[src/rtl/axis_frame_source_pkg.sv]
// Shared types and constants for the AXI-Stream frame source.
// State and mode encodings, dimension width, control-word builder.
package axis_frame_source_pkg;

  localparam int DIM_W = 12;
  localparam logic [31:0] CNTRL_MAGIC_DEF = 32'hA000_0000;

  typedef enum logic [1:0] {
    S_IDLE,
    S_CNTRL,
    S_MM2S
  } state_t;

  typedef enum logic [1:0] {
    MODE_STREAM = 2'd0,
    MODE_RAMP   = 2'd1,
    MODE_YX     = 2'd2,
    MODE_RAMP3  = 2'd3
  } mode_t;

  function automatic logic [31:0] ctrl_word(
    input logic [7:0]       idx,
    input logic [31:0]      magic,
    input logic [DIM_W-1:0] h,
    input logic [DIM_W-1:0] w,
    input logic [31:0]      seq
  );
    logic [31:0] r;
    case (idx)
      8'd0:    r = magic;
      8'd1:    r = {h, w, 8'h00};
      8'd2:    r = seq;
      default: r = magic | {24'h0, idx};
    endcase
    return r;
  endfunction

endpackage

[src/rtl/axis_reg_slice.sv]
// One-deep valid/ready output register; payload held while stalled.
// Ports: i_valid/o_ready/i_data upstream, o_valid/i_ready/o_data downstream.
module axis_reg_slice #(
  parameter int W = 8
) (
  input  logic         clk,
  input  logic         rst_n,
  input  logic         i_valid,
  output logic         o_ready,
  input  logic [W-1:0] i_data,
  output logic         o_valid,
  input  logic         i_ready,
  output logic [W-1:0] o_data
);

  logic         r_valid;
  logic [W-1:0] r_data;

  assign o_ready = !r_valid | i_ready;
  assign o_valid = r_valid;
  assign o_data  = r_data;

  always_ff @(posedge clk or negedge rst_n) begin
    if (!rst_n) begin
      r_valid <= 1'b0;
      r_data  <= '0;
    end else if (o_ready) begin
      r_valid <= i_valid;
      if (i_valid) r_data <= i_data;
    end
  end

endmodule

[src/rtl/axis_frame_source.sv]
// AXI-Stream frame source: control packet then one image frame, repeated.
// Ports: start/stop/cfg_* control, s_data upstream, mm2s/cntrl out, busy, frame_done.
module axis_frame_source
  import axis_frame_source_pkg::*;
#(
  parameter int          MM2S_TDATA_WIDTH  = 32,
  parameter int          CNTRL_TDATA_WIDTH = 32,
  parameter int          CNTRL_WORDS       = 6,
  parameter logic [31:0] CNTRL_MAGIC       = CNTRL_MAGIC_DEF
) (
  input  logic                            m_axis_mm2s_aclk,
  input  logic                            m_axis_mm2s_aresetn,
  input  logic                            start,
  input  logic                            stop,
  input  logic [DIM_W-1:0]                cfg_width,
  input  logic [DIM_W-1:0]                cfg_height,
  input  logic [15:0]                     cfg_frames,
  input  logic [1:0]                      cfg_mode,
  input  logic                            s_data_tvalid,
  input  logic [MM2S_TDATA_WIDTH-1:0]     s_data_tdata,
  output logic                            s_data_tready,
  input  logic                            m_axis_mm2s_tready,
  output logic [MM2S_TDATA_WIDTH-1:0]     m_axis_mm2s_tdata,
  output logic [MM2S_TDATA_WIDTH/8-1:0]   m_axis_mm2s_tkeep,
  output logic                            m_axis_mm2s_tuser,
  output logic                            m_axis_mm2s_tlast,
  output logic                            m_axis_mm2s_tvalid,
  input  logic                            m_axis_cntrl_tready,
  output logic [CNTRL_TDATA_WIDTH-1:0]    m_axis_cntrl_tdata,
  output logic [CNTRL_TDATA_WIDTH/8-1:0]  m_axis_cntrl_tkeep,
  output logic                            m_axis_cntrl_tlast,
  output logic                            m_axis_cntrl_tvalid,
  output logic                            busy,
  output logic                            frame_done
);

  localparam int DW = MM2S_TDATA_WIDTH;
  localparam int CW = CNTRL_TDATA_WIDTH;
  localparam int PW = 2 * DIM_W;
  localparam logic [7:0] LASTW = 8'(CNTRL_WORDS - 1);

  state_t           r_state, w_next;
  mode_t            r_mode;
  logic [DIM_W-1:0] r_w, r_h, r_x, r_y;
  logic [PW-1:0]    r_total, r_bidx;
  logic [15:0]      r_fleft;
  logic             r_cont, r_stop, r_done;
  logic [7:0]       r_cidx;
  logic [31:0]      r_seq;

  logic          w_start_ok, w_c_hs_last, w_d_hs_last;
  logic          w_c_rdy, w_d_rdy, w_cont, w_remain, w_pat;
  logic          w_c_push, w_c_first, w_d_push;
  logic [7:0]    w_c_idx;
  logic [CW-1:0] w_c_word;
  logic          w_c_last;
  logic [DW-1:0] w_d_data;
  logic          w_d_user, w_d_last;
  logic [CW:0]   w_c_q;
  logic [DW+1:0] w_d_q;

  assign w_start_ok  = (r_state == S_IDLE) & start
                     & (|cfg_width) & (|cfg_height);
  assign w_c_hs_last = m_axis_cntrl_tvalid & m_axis_cntrl_tready
                     & m_axis_cntrl_tlast;
  assign w_d_hs_last = (r_state == S_MM2S) & m_axis_mm2s_tvalid
                     & m_axis_mm2s_tready & m_axis_mm2s_tlast;
  // stop seen in the tlast cycle itself also ends the sequence
  assign w_cont   = !(r_stop | stop) & (r_cont | (r_fleft > 16'd1));
  assign w_remain = r_bidx != r_total;
  assign w_pat    = r_mode != MODE_STREAM;

  assign w_c_word = CW'(ctrl_word(w_c_idx, CNTRL_MAGIC, r_h, r_w, r_seq));
  assign w_c_last = w_c_idx == LASTW;
  assign w_d_data = (r_mode == MODE_YX) ? DW'({r_y, r_x})
                  : w_pat ? DW'(r_bidx) : s_data_tdata;
  assign w_d_user = r_bidx == '0;
  assign w_d_last = r_bidx == r_total - PW'(1);

  // Pushes are issued in the same cycle as the handshake that ends
  // the previous packet, so streams run back-to-back.
  always_comb begin
    w_next        = r_state;
    w_c_push      = 1'b0;
    w_c_first     = 1'b0;
    w_c_idx       = r_cidx;
    w_d_push      = 1'b0;
    s_data_tready = 1'b0;
    unique case (r_state)
      S_IDLE: begin
        if (w_start_ok) begin
          w_next    = S_CNTRL;
          w_c_push  = 1'b1;
          w_c_first = 1'b1;
          w_c_idx   = '0;
        end
      end
      S_CNTRL: begin
        w_c_push = (r_cidx <= LASTW) & w_c_rdy;
        if (w_c_hs_last) begin
          w_next   = S_MM2S;
          w_d_push = w_pat;
        end
      end
      S_MM2S: begin
        s_data_tready = !w_pat & w_remain & w_d_rdy;
        w_d_push = w_remain & w_d_rdy & (w_pat | s_data_tvalid);
        if (w_d_hs_last) begin
          w_next    = w_cont ? S_CNTRL : S_IDLE;
          w_c_push  = w_cont;
          w_c_first = w_cont;
          w_c_idx   = '0;
        end
      end
      default: w_next = S_IDLE;
    endcase
  end

  always_ff @(posedge m_axis_mm2s_aclk or negedge m_axis_mm2s_aresetn) begin
    if (!m_axis_mm2s_aresetn) r_state <= S_IDLE;
    else                      r_state <= w_next;
  end

  always_ff @(posedge m_axis_mm2s_aclk or negedge m_axis_mm2s_aresetn) begin
    if (!m_axis_mm2s_aresetn) begin
      r_mode  <= MODE_STREAM;
      r_w     <= '0;
      r_h     <= '0;
      r_x     <= '0;
      r_y     <= '0;
      r_total <= '0;
      r_bidx  <= '0;
      r_fleft <= '0;
      r_cont  <= 1'b0;
      r_stop  <= 1'b0;
      r_done  <= 1'b0;
      r_cidx  <= '0;
      r_seq   <= '0;
    end else begin
      r_done <= w_d_hs_last;
      if (w_start_ok) begin
        r_mode  <= mode_t'(cfg_mode);
        r_w     <= cfg_width;
        r_h     <= cfg_height;
        r_total <= PW'(cfg_width) * PW'(cfg_height);
        r_fleft <= cfg_frames;
        r_cont  <= cfg_frames == 16'd0;
      end
      if (r_state == S_IDLE)      r_stop <= w_start_ok & stop;
      else if (w_next == S_IDLE)  r_stop <= 1'b0;
      else                        r_stop <= r_stop | stop;
      if (w_c_push) r_cidx <= w_c_idx + 8'd1;
      if (w_c_first) begin
        r_bidx <= '0;
        r_x    <= '0;
        r_y    <= '0;
      end else if (w_d_push) begin
        r_bidx <= r_bidx + PW'(1);
        if (r_x == r_w - 1'b1) begin
          r_x <= '0;
          r_y <= r_y + 1'b1;
        end else begin
          r_x <= r_x + 1'b1;
        end
      end
      if (w_d_hs_last) begin
        r_seq   <= r_seq + 32'd1;
        r_fleft <= r_fleft - 16'd1;
      end
    end
  end

  axis_reg_slice #(.W(CW + 1)) u_cntrl (
    .clk     (m_axis_mm2s_aclk),
    .rst_n   (m_axis_mm2s_aresetn),
    .i_valid (w_c_push),
    .o_ready (w_c_rdy),
    .i_data  ({w_c_last, w_c_word}),
    .o_valid (m_axis_cntrl_tvalid),
    .i_ready (m_axis_cntrl_tready),
    .o_data  (w_c_q)
  );

  axis_reg_slice #(.W(DW + 2)) u_mm2s (
    .clk     (m_axis_mm2s_aclk),
    .rst_n   (m_axis_mm2s_aresetn),
    .i_valid (w_d_push),
    .o_ready (w_d_rdy),
    .i_data  ({w_d_user, w_d_last, w_d_data}),
    .o_valid (m_axis_mm2s_tvalid),
    .i_ready (m_axis_mm2s_tready),
    .o_data  (w_d_q)
  );

  assign m_axis_cntrl_tlast = w_c_q[CW];
  assign m_axis_cntrl_tdata = w_c_q[CW-1:0];
  assign m_axis_cntrl_tkeep = '1;
  assign m_axis_mm2s_tuser  = w_d_q[DW+1];
  assign m_axis_mm2s_tlast  = w_d_q[DW];
  assign m_axis_mm2s_tdata  = w_d_q[DW-1:0];
  assign m_axis_mm2s_tkeep  = '1;
  assign busy       = r_state != S_IDLE;
  assign frame_done = r_done;

endmodule

[config.mk]
export PLATFORM = sky130hd
export DESIGN_NAME = axis_frame_source
export DESIGN_NICKNAME = d
export VERILOG_FILES = /design/src/rtl/axis_frame_source_pkg.sv /design/src/rtl/axis_reg_slice.sv /design/src/rtl/axis_frame_source.sv
export SDC_FILE = /design/constraint.sdc
export NUM_CORES = 1
export LEC_CHECK = 0
export CELL_PAD_IN_SITES_DETAIL_PLACEMENT = 1
export CELL_PAD_IN_SITES_GLOBAL_PLACEMENT = 1
export CORE_ASPECT_RATIO = 1.75
export CORE_MARGIN = 4
export CORE_UTILIZATION = 35
export CTS_BUF_LIST = sky130_fd_sc_hd__clkbuf_16
export DETAILED_ROUTE_END_ITERATION = 12
export PLACE_DENSITY = 0.7
export SETUP_SLACK_MARGIN = 0.05
export SLEW_MARGIN = 20
export SYNTH_ARGS = -nofsm -noshare
export SYNTH_HDL_FRONTEND = slang
export SYNTH_SLANG_ARGS = --single-unit
[constraint.sdc]
create_clock -name m_axis_mm2s_aclk -period 3.7 [get_ports m_axis_mm2s_aclk]
set_input_delay 0.555 -clock m_axis_mm2s_aclk [delete_from_list [all_inputs] [get_ports m_axis_mm2s_aclk]]
set_output_delay 0.555 -clock m_axis_mm2s_aclk [all_outputs]
set_load 0.005 [all_outputs]
* Yosys cells after proc, flatten, opt, wreduce, memory -nomap -nowiden
Cells that the tools add are included.
Widths: inputs -> output; s select.
** Storage, ports and cells
- Register bits after elaboration :: 228
- Logic and storage cells :: 107
- Output and inout port bits :: 80
** Operators by class
- Bitwise logic cells :: 20
- Multipliers :: 1
- Equality and inequality tests :: 9
- Add/subtract/negate cells :: 8
- Magnitude comparators :: 2
- Reduce and logical (&&, ||, !) cells :: 19
- Mux-type cells :: 30
** Operators by type and width (count)
- $pmux 32 s3 :: 1
- $mux 12 :: 6
- $mux 32 :: 2
- $mux 24 :: 2
- $add 32x1->32 const B :: 1
- $mux 16 :: 2
- $add 12x1->12 const B :: 2
- $add 24x1->24 const B :: 1
- $eq 24x24->1 :: 1
- $logic_not 24->1 :: 1
- $mul 12x12->24 :: 1
- $ne 24x24->1 :: 1
- $reduce_or 12->1 :: 2
- $sub 24x1->24 const B :: 1
- $gt 16x1->1 const B :: 1
- $logic_not 16->1 :: 1
- $mux 8 :: 2
- $pmux 8 s2 :: 1
- $sub 16x1->16 const B :: 1
- $and 1x1->1 :: 15
- $eq 12x12->1 :: 1
- $sub 12x1->12 const B :: 1
- $reduce_bool 2->1 :: 5
- $add 8x1->8 const B :: 1
- 16 further kinds :: 36

* Longest topological paths before layout
Gate-level depths: netlist (run 1).
- Depth in word-level cells :: 9
- Depth in mapped cells :: 21

* Modules after synthesis
Synthesis (run 1) repeated with hierarchy kept, for this count alone.
** Second synthesis, totals
- Cells, all modules :: 1775
- Area total of the unflattened synthesis :: 17355.4 um2
** Modules (own cells, without submodules)
- axis_frame_source :: area each 14463.9 um2, instances 1, cells each 1627
- axis_reg_slice at u_mm2s :: area each 1463.9 um2, instances 1, cells each 75
- axis_reg_slice at u_cntrl :: area each 1427.6 um2, instances 1, cells each 73

* Worst setup path after synthesis (run 1)
OpenSTA, ideal clock, no wires.
- Path type :: input to register
- From :: input cfg_height[5]
- To :: register r_total[23]
- Setup time :: 0.069 ns
- Path slack :: -1.882 ns
- Arrival :: 5.514 ns
- Cell stages on the path :: 19
- Path through :: clkbuf_1 > nand2_1 > fa_1 > fa_1 > fa_1 > inv_1 > fa_1 > inv_1 > fa_1 > inv_1 > ha_1 > nand2_1 > o21a_1 > or2_2 > o311ai_1 > nand2_1 > o311a_1 > a211o_1 > nand3_1
** Between the ends
- Longest elaborated chain between the ends :: 2
- Elaborated cells on any way between the ends :: 3
- Classes of those cells :: 1 x mul; 1 x bitwise; 1 x reduce/logical
** Ends and longest elaborated chain
- from (decl) :: line axis_frame_source.sv:16 : input logic [DIM_W-1:0] cfg_height,
- branches (longest 2 deep; another with $mul 12x12->24)
- to (signal assigned) :: line axis_frame_source.sv:145 : r_total <= PW'(cfg_width) * PW'(cfg_height);
- to (decl) :: line axis_frame_source.sv:45 : logic [PW-1:0] r_total, r_bidx;
Several ways; the timed one is not identified.
A chain may end at the register's enable or synchronous reset.

* Worst setup path in the final report (run 1)
- From :: input cfg_width[3]
- To :: register r_total[20]
** Between the ends
- Longest elaborated chain between the ends :: 3
- Elaborated cells on any way between the ends :: 4
- Classes of those cells :: 1 x mul; 2 x bitwise; 1 x reduce/logical
** Ends and longest elaborated chain
- from (decl) :: line axis_frame_source.sv:15 : input logic [DIM_W-1:0] cfg_width,
- branches (longest 3 deep; another with $mul 12x12->24)
Several ways; the timed one is not identified.

==> impl_metrics.json, run 1 <==
{
  "clockRootBuffer": "clkbuf_16",
  "synth_cells": 1901,
  "tightest_slew_ps": 896,
  "yosysTopAreaCellShare": 0.337,
  "powerDensity_nw_per_um2": 766,
  "layout_common_cells": "nand2_1 (228), dfrtp_1 (228), nor2_1 (167)",
  "synthArstFlopShare": 1.00,
  "hp-class": "in2reg",
  "final.setup.tns_ps": -11780,
  "worst_path_max_delay_cell": "fa_1",
  "drv_cap": 0,
  "rsz0062_at_grt": "true",
  "critical_path.max_stage_delay_ps": 590,
  "fp.dieH_um": 299,
  "first_pass_iters": 4,
  "fp.dieW_um": 174,
  "rr_worst_depth": 8,
  "gr-usage-all-layers": 0.213,
  "post_synth_num_cell_types": 76,
  "ys_top_cells_by_area": "dfrtp_1 (34%), fa_1 (12%), ha_1 (5.8%)",
  "tritoncts": "built",
  "slew_headroom": 0.400,
  "grt_max_degree": 88,
  "die-area_um2": 52200,
  "clock_latency_ps": 540,
  "slew_violations": 0,
  "synth_edf_count": 0,
  "ios": 161,
  "cp_common_cell": "inv_2",
  "cp-end-kind": "flop",
  "ys_seq_area_frac": 0.337,
  "drc": 0,
  "netlist_area_um2": 17000,
  "setup_viol": 15,
  "gr-total-overflow": 0,
  "hold_depth": 3,
  "cts_buffers": 24,
  "clock-sinks": 228,
  "num_rows": 106,
  "clk_path_buf_depth": 3,
  "coreArea_um2": 47900,
  "start_util": 0.354,
  "finClkSkew_ps": 16.9,
  "grt_pass1_wl_um": 90100,
  "grt_pass1_vias": 16400,
  "htreeDepth": 1,
  "ys_ff_latch": 228,
  "min_period_over_period": 1.27,
  "leakagePower_nw": 9.93,
  "routed_wl_um": 57000,
  "antenna_found_initial": 0,
  "outcome": "complete, but fails checks",
  "fin_ws_ps": -1020,
  "place.detailed.hpwl_um": 43200,
  "wire_per_inst_um": 20.2,
  "cts.clk_slew.worst_paths_ps": 70,
  "hold_viol_final": 0,
  "routed_via_density": 5.25,
  "yosys_warnings": 0,
  "syn2layout_area_growth_pct": 29.1,
  "ys.flop_type": "dfrtp_1",
  "diodes": 0,
  "worstPathCellList": "buf_6 -> buf_6 -> and2_4 -> fa_1 -> inv_2 -> fa_2 -> inv_2 -> fa_2 -> fa_1 -> inv_2 -> fa_1 -> inv_2 -> ha_4 -> nand3_4 -> a21o_1 -> o21bai_4 -> a21o_1 -> a31oi_4 -> o21ai_2 -> and3_1 -> o31ai_2",
  "drtAntennaViolNets": 0,
  "violations": "setup timing",
  "utilization": 0.457,
  "gp_congestion": 0.880,
  "path_class": "in2reg",
  "yosys.area.top_type": "dfrtp_1",
  "cp_data_required_time_ps": 4160,
  "port_buffers": 152,
  "fmax_ghz": 0.212,
  "layout-drive-gt1-share": 0.193,
  "drt_iter0_markers": 627,
  "synth.avg_cell_area_um2": 8.92,
  "finalCriticalPeriod_ps": 4720,
  "dr_total_vias": 14800,
  "peakVddDrop_v": 0.000482,
  "nets": 2421,
  "startpoint_type": "primary input",
  "crit_fanout": 5,
  "worstPathArrival_ps": 5170
}
-- path summary, 6_finish.rpt --
kind                                endpoint                start  slack (ps)
max                              r_total[20]         cfg_width[3]       -1020
min                                   r_h[8]        cfg_height[8]         390
max reg2reg                           r_y[9]               r_w[2]         470
min reg2reg                u_mm2s.o_data[15]    u_mm2s.o_data[15]         480
max in group asynchronous          r_seq[18]  m_axis_mm2s_aresetn        2110
min in group asynchronous         r_fleft[7]  m_axis_mm2s_aresetn         580
-- sequential cells by signal (all words and copies together) (netlist names), 2 cells and up --
signal,cells
u_cntrl.o_data,33
r_fleft,16
r_bidx,24
r_y,12
r_seq,32
r_total,24
r_h,12
r_cidx,8
u_mm2s.o_data,34
r_state,2
r_x,12
r_w,12
r_mode,2
-- where the power goes --
| part | switching, mW | total (mW) | leakage (nW) | internal (mW) |
|---|---|---|---|---|
| Sequential | 0.755 | 3.96 | 2.96 | 3.20 |
| Combinational | 5.20 | 10.3 | 6.57 | 5.10 |
| Clock | 1.07 | 2.50 | 0.396 | 1.43 |
| Total | 7.03 | 16.8 | 9.93 | 9.73 |
-- metal layers --
| metal | vias up | track usage | part of all wire |
|---|---|---|---|
| met5 | - | 0 | 0 |
| met1 | 7496 | 0.233 | 0.37 |
| li1 | 6894 | - | - |
| met4 | 0 | 0.0874 | 0.047 |
| met3 | 132 | 0.0156 | 0.025 |
| met2 | 299 | 0.418 | 0.55 |
-- logic make-up (layout without fill, tap and decap cells) --
family                   Yosys count  count (layout)  share of synthesized area
multiplexers                      68              68                     0.0427
buffers and inverters            283             551                     0.0652
other                              1               8                   0.000221
AO/OA/AOI/OAI                    304             304                      0.115
XOR/XNOR                         121             121                     0.0625
AND/OR/NAND/NOR                  717             717                      0.202
flip-flops                       228             228                      0.337
adder cells (fa/ha/maj)          179             179                      0.176
-- repair_timing --
item / CTS / global route
pin swaps: 83 / 68
buffers inserted: 28 / 10
cloned: 3 / 0
resized for setup: 192 / 74
hold buffers: 1 / 0
setup endpoints to repair: 19 / 18
endpoints found under the hold margin: 1 / 0
-- synthesized netlist by cell type, drive strengths merged, types with 12 or more instances --
cell and instances:
a21oi 66, or3 19, buf 23, ha 79, o31ai 13, nor2 169
nor4 27, o21ai 107, dfrtp 228, inv 170, mux2 34, a221oi 31
and3 22, fa 100, xnor2 64, and2 68, nand4 32, nor3 31
xor2 57, mux2i 34, a21o 12, clkbuf 90, nand2 257, nand3 52
-- stage by stage --
step                instance area [um2]  hold slack [ps]  instances  power [mW]  setup WS, ps
finish                            21900              388       2824        16.8         -1020
global route                      21900              396       2824        18.0         -1160
CTS                               21600              438       2818        16.3         -1210
detailed placement                20300              462       2745        13.2         -2270
global placement                  20300              462       2745        12.8         -2140
floorplan                         17300              259       1908        9.40         -1370
-- worst max-delay path: cells and delay by family --
| family | cells | cell delay, ps |
|---|---|---|
| compound gates | 6 | 1010 |
| buf+inv | 6 | 400 |
| fa+ha+maj | 6 | 2800 |
| simple gates | 3 | 400 |
-- area by class of cell --
type,count,area (um2)
fillers,5473,26000
multi-input cells,1397,10800
flip-flops and latches,228,5710
repair buffers,340,3150
well taps,648,811
inverters,170,638
clock buffers,25,626
clock inverters,16,153
Note: power is estimated with default switching activity, not from simulation.
==> run 2, diff against run 1 <==
--- a/config.mk
+++ b/config.mk
@@ -13,6 +13,7 @@
 export CTS_BUF_LIST = sky130_fd_sc_hd__clkbuf_16
 export DETAILED_ROUTE_END_ITERATION = 12
 export PLACE_DENSITY = 0.7
+export RECOVER_POWER = 100
 export SETUP_SLACK_MARGIN = 0.05
 export SLEW_MARGIN = 20
 export SYNTH_ARGS = -nofsm -noshare
==> run 2 against run 1 <==
Net effect: the run ends with capacitance limit, slew limit, setup timing left; critical path depth unchanged; global-route usage unchanged; non-clock buffer count unchanged; largest cell class unchanged; highest routed layer unchanged; fmax about the same.
==> impl_metrics.json, run 2 (same netlist as run 1, synthesis figures left out) <==
{
  "hp-class": "in2reg",
  "port_buffers": 152,
  "peakVddDrop_v": 0.000483,
  "nets": 2421,
  "place.detailed.hpwl_um": 43200,
  "slew_headroom": -0.426,
  "gp_congestion": 0.880,
  "diodes": 0,
  "drtAntennaViolNets": 0,
  "finalCriticalPeriod_ps": 4710,
  "fmax_ghz": 0.212,
  "grt_max_degree": 88,
  "largest_reg_flops": 34,
  "cp_data_required_time_ps": 4150,
  "crit_fanout": 5,
  "finClkSkew_ps": 16.4,
  "drt_iter0_markers": 572,
  "first_pass_iters": 4,
  "start_util": 0.354,
  "grt_pass1_wl_um": 90100,
  "clock_latency_ps": 540,
  "clk_path_buf_depth": 3,
  "regToRegStartpoint": "r_state[0]",
  "placed_area_um2": 20300,
  "crit_start": "cfg_width[3]",
  "tritoncts": "built",
  "setup_viol": 16,
  "drc": 0,
  "fp.dieH_um": 299,
  "tightest_slew_ps": 2140,
  "dp_worst_setup_slack_ps": -2270,
  "clockRootBuffer": "clkbuf_16",
  "leakagePower_nw": 10.0,
  "routed_wl_um": 57100,
  "hold_depth": 3,
  "clock-sinks": 228,
  "drv_cap": 1,
  "violations": "capacitance limit, slew limit, setup timing",
  "die-area_um2": 52200,
  "grt_pass1_vias": 16400,
  "worstPathArrival_ps": 5170,
  "fp.dieW_um": 174,
  "cts.clk_slew.worst_paths_ps": 70,
  "slew_violations": 82,
  "routed_via_density": 5.26,
  "cts_buffers": 24,
  "area.sequential_um2": 5710,
  "layout-drive-gt1-share": 0.187,
  "final_area_um2": 21800,
  "gr-total-overflow": 0,
  "rsz0062_at_grt": "true",
  "multi_input_area_um2": 10800,
  "num_rows": 106,
  "final_common_cell": "nand2_1",
  "antenna_found_initial": 0,
  "wire_per_inst_um": 20.2,
  "coreArea_um2": 47900,
  "cp-end-kind": "flop",
  "startpoint_type": "primary input",
  "fillerInstances": 5482,
  "fin_ws_ps": -1010,
  "regToRegSetupSlack_ps": 190,
  "syn2layout_area_growth_pct": 28.4,
  "htreeDepth": 1,
  "gr-usage-all-layers": 0.213,
  "power.total_mw": 16.6,
  "outcome": "complete, but fails checks",
  "ios": 161,
  "layout_common_cells": "nand2_1 (229), dfrtp_1 (228), nor2_1 (167)",
  "min_period_over_period": 1.27,
  "rr_worst_depth": 12,
  "hold_viol_final": 0,
  "dr_total_vias": 14900,
  "powerDensity_nw_per_um2": 761,
  "min_from": "cfg_height[8]",
  "path_class": "in2reg"
}
-- run 2: cell count changes in the layout (fill, tap and decap cells not counted), sizes merged --
cell	previous run	this run
dlygate4sd3	1	71
clkbuf	27	47
clkdlybuf4s50	127	57
buf	204	184
-- run 2: power breakdown --
part / switching [mW] / leakage [nW] / total [mW] / internal [mW]
combinational: 5.19 / 6.67 / 10.1 / 4.94
clock: 1.06 / 0.396 / 2.49 / 1.43
sequential: 0.743 / 2.96 / 3.94 / 3.20
-- run 2: layout make-up --
type,count,share of cell area
Sequential cell,228,0.262
Clock buffer,25,0.0287
Timing Repair Buffer,340,0.141
Inverter,170,0.0293
Tap cell,648,0.0373
Clock inverter,16,0.00701
Multi-Input combinational cell,1397,0.495
-- run 2: what timing repair did --
item / CTS / global route
endpoints found under the hold margin: 1 / 0
gates cloned: 3 / 0
buffers inserted: 28 / 10
hold buffers: 1 / 0
pin swaps: 83 / 68
endpoints found under the setup margin: 19 / 18
gates resized for setup: 192 / 74
-- run 2: metrics by stage --
stage / util / setup TNS (ps) / std cells / hold WS (ps)
after global routing: 0.455 / -15450 / 2824 / 396
after detailed placement: 0.424 / -47820 / 2745 / 462
after floorplan: - / -14970 / 1908 / 259
final: 0.455 / -12160 / 2824 / 392
after CTS: 0.452 / -13160 / 2818 / 438
after global placement: 0.424 / -43610 / 2745 / 462
-- run 2: metal layers --
metal / track usage / up-vias / routed length, um
met4: 0.0874 / 0 / 2650
li1: - / 6896 / -
met1: 0.233 / 7505 / 21200
met2: 0.418 / 322 / 31600
met5: 0 / - / 0
met3: 0.0156 / 129 / 1540
-- run 2: path summary, 6_finish.rpt --
path / end
hold / removal: r_h[8]
setup reg to reg: r_x[11]
hold reg to reg: u_mm2s.o_data[15]
min in group asynchronous: r_fleft[7]
setup / recovery: r_total[20]
max in group asynchronous: u_mm2s.o_data[10]
-- run 2: worst max-delay path, stage by stage --
cell,delay (ps)
buf_6,100
buf_6,120
and2_4,150
fa_1,540
inv_2,40
fa_2,520
inv_2,40
fa_2,370
fa_1,590
inv_2,50
fa_1,490
inv_2,50
ha_4,290
nand3_4,80
a21o_1,170
o21bai_4,180
a21o_1,200
a31oi_4,200
o21ai_2,100
and3_1,170
o31ai_2,160
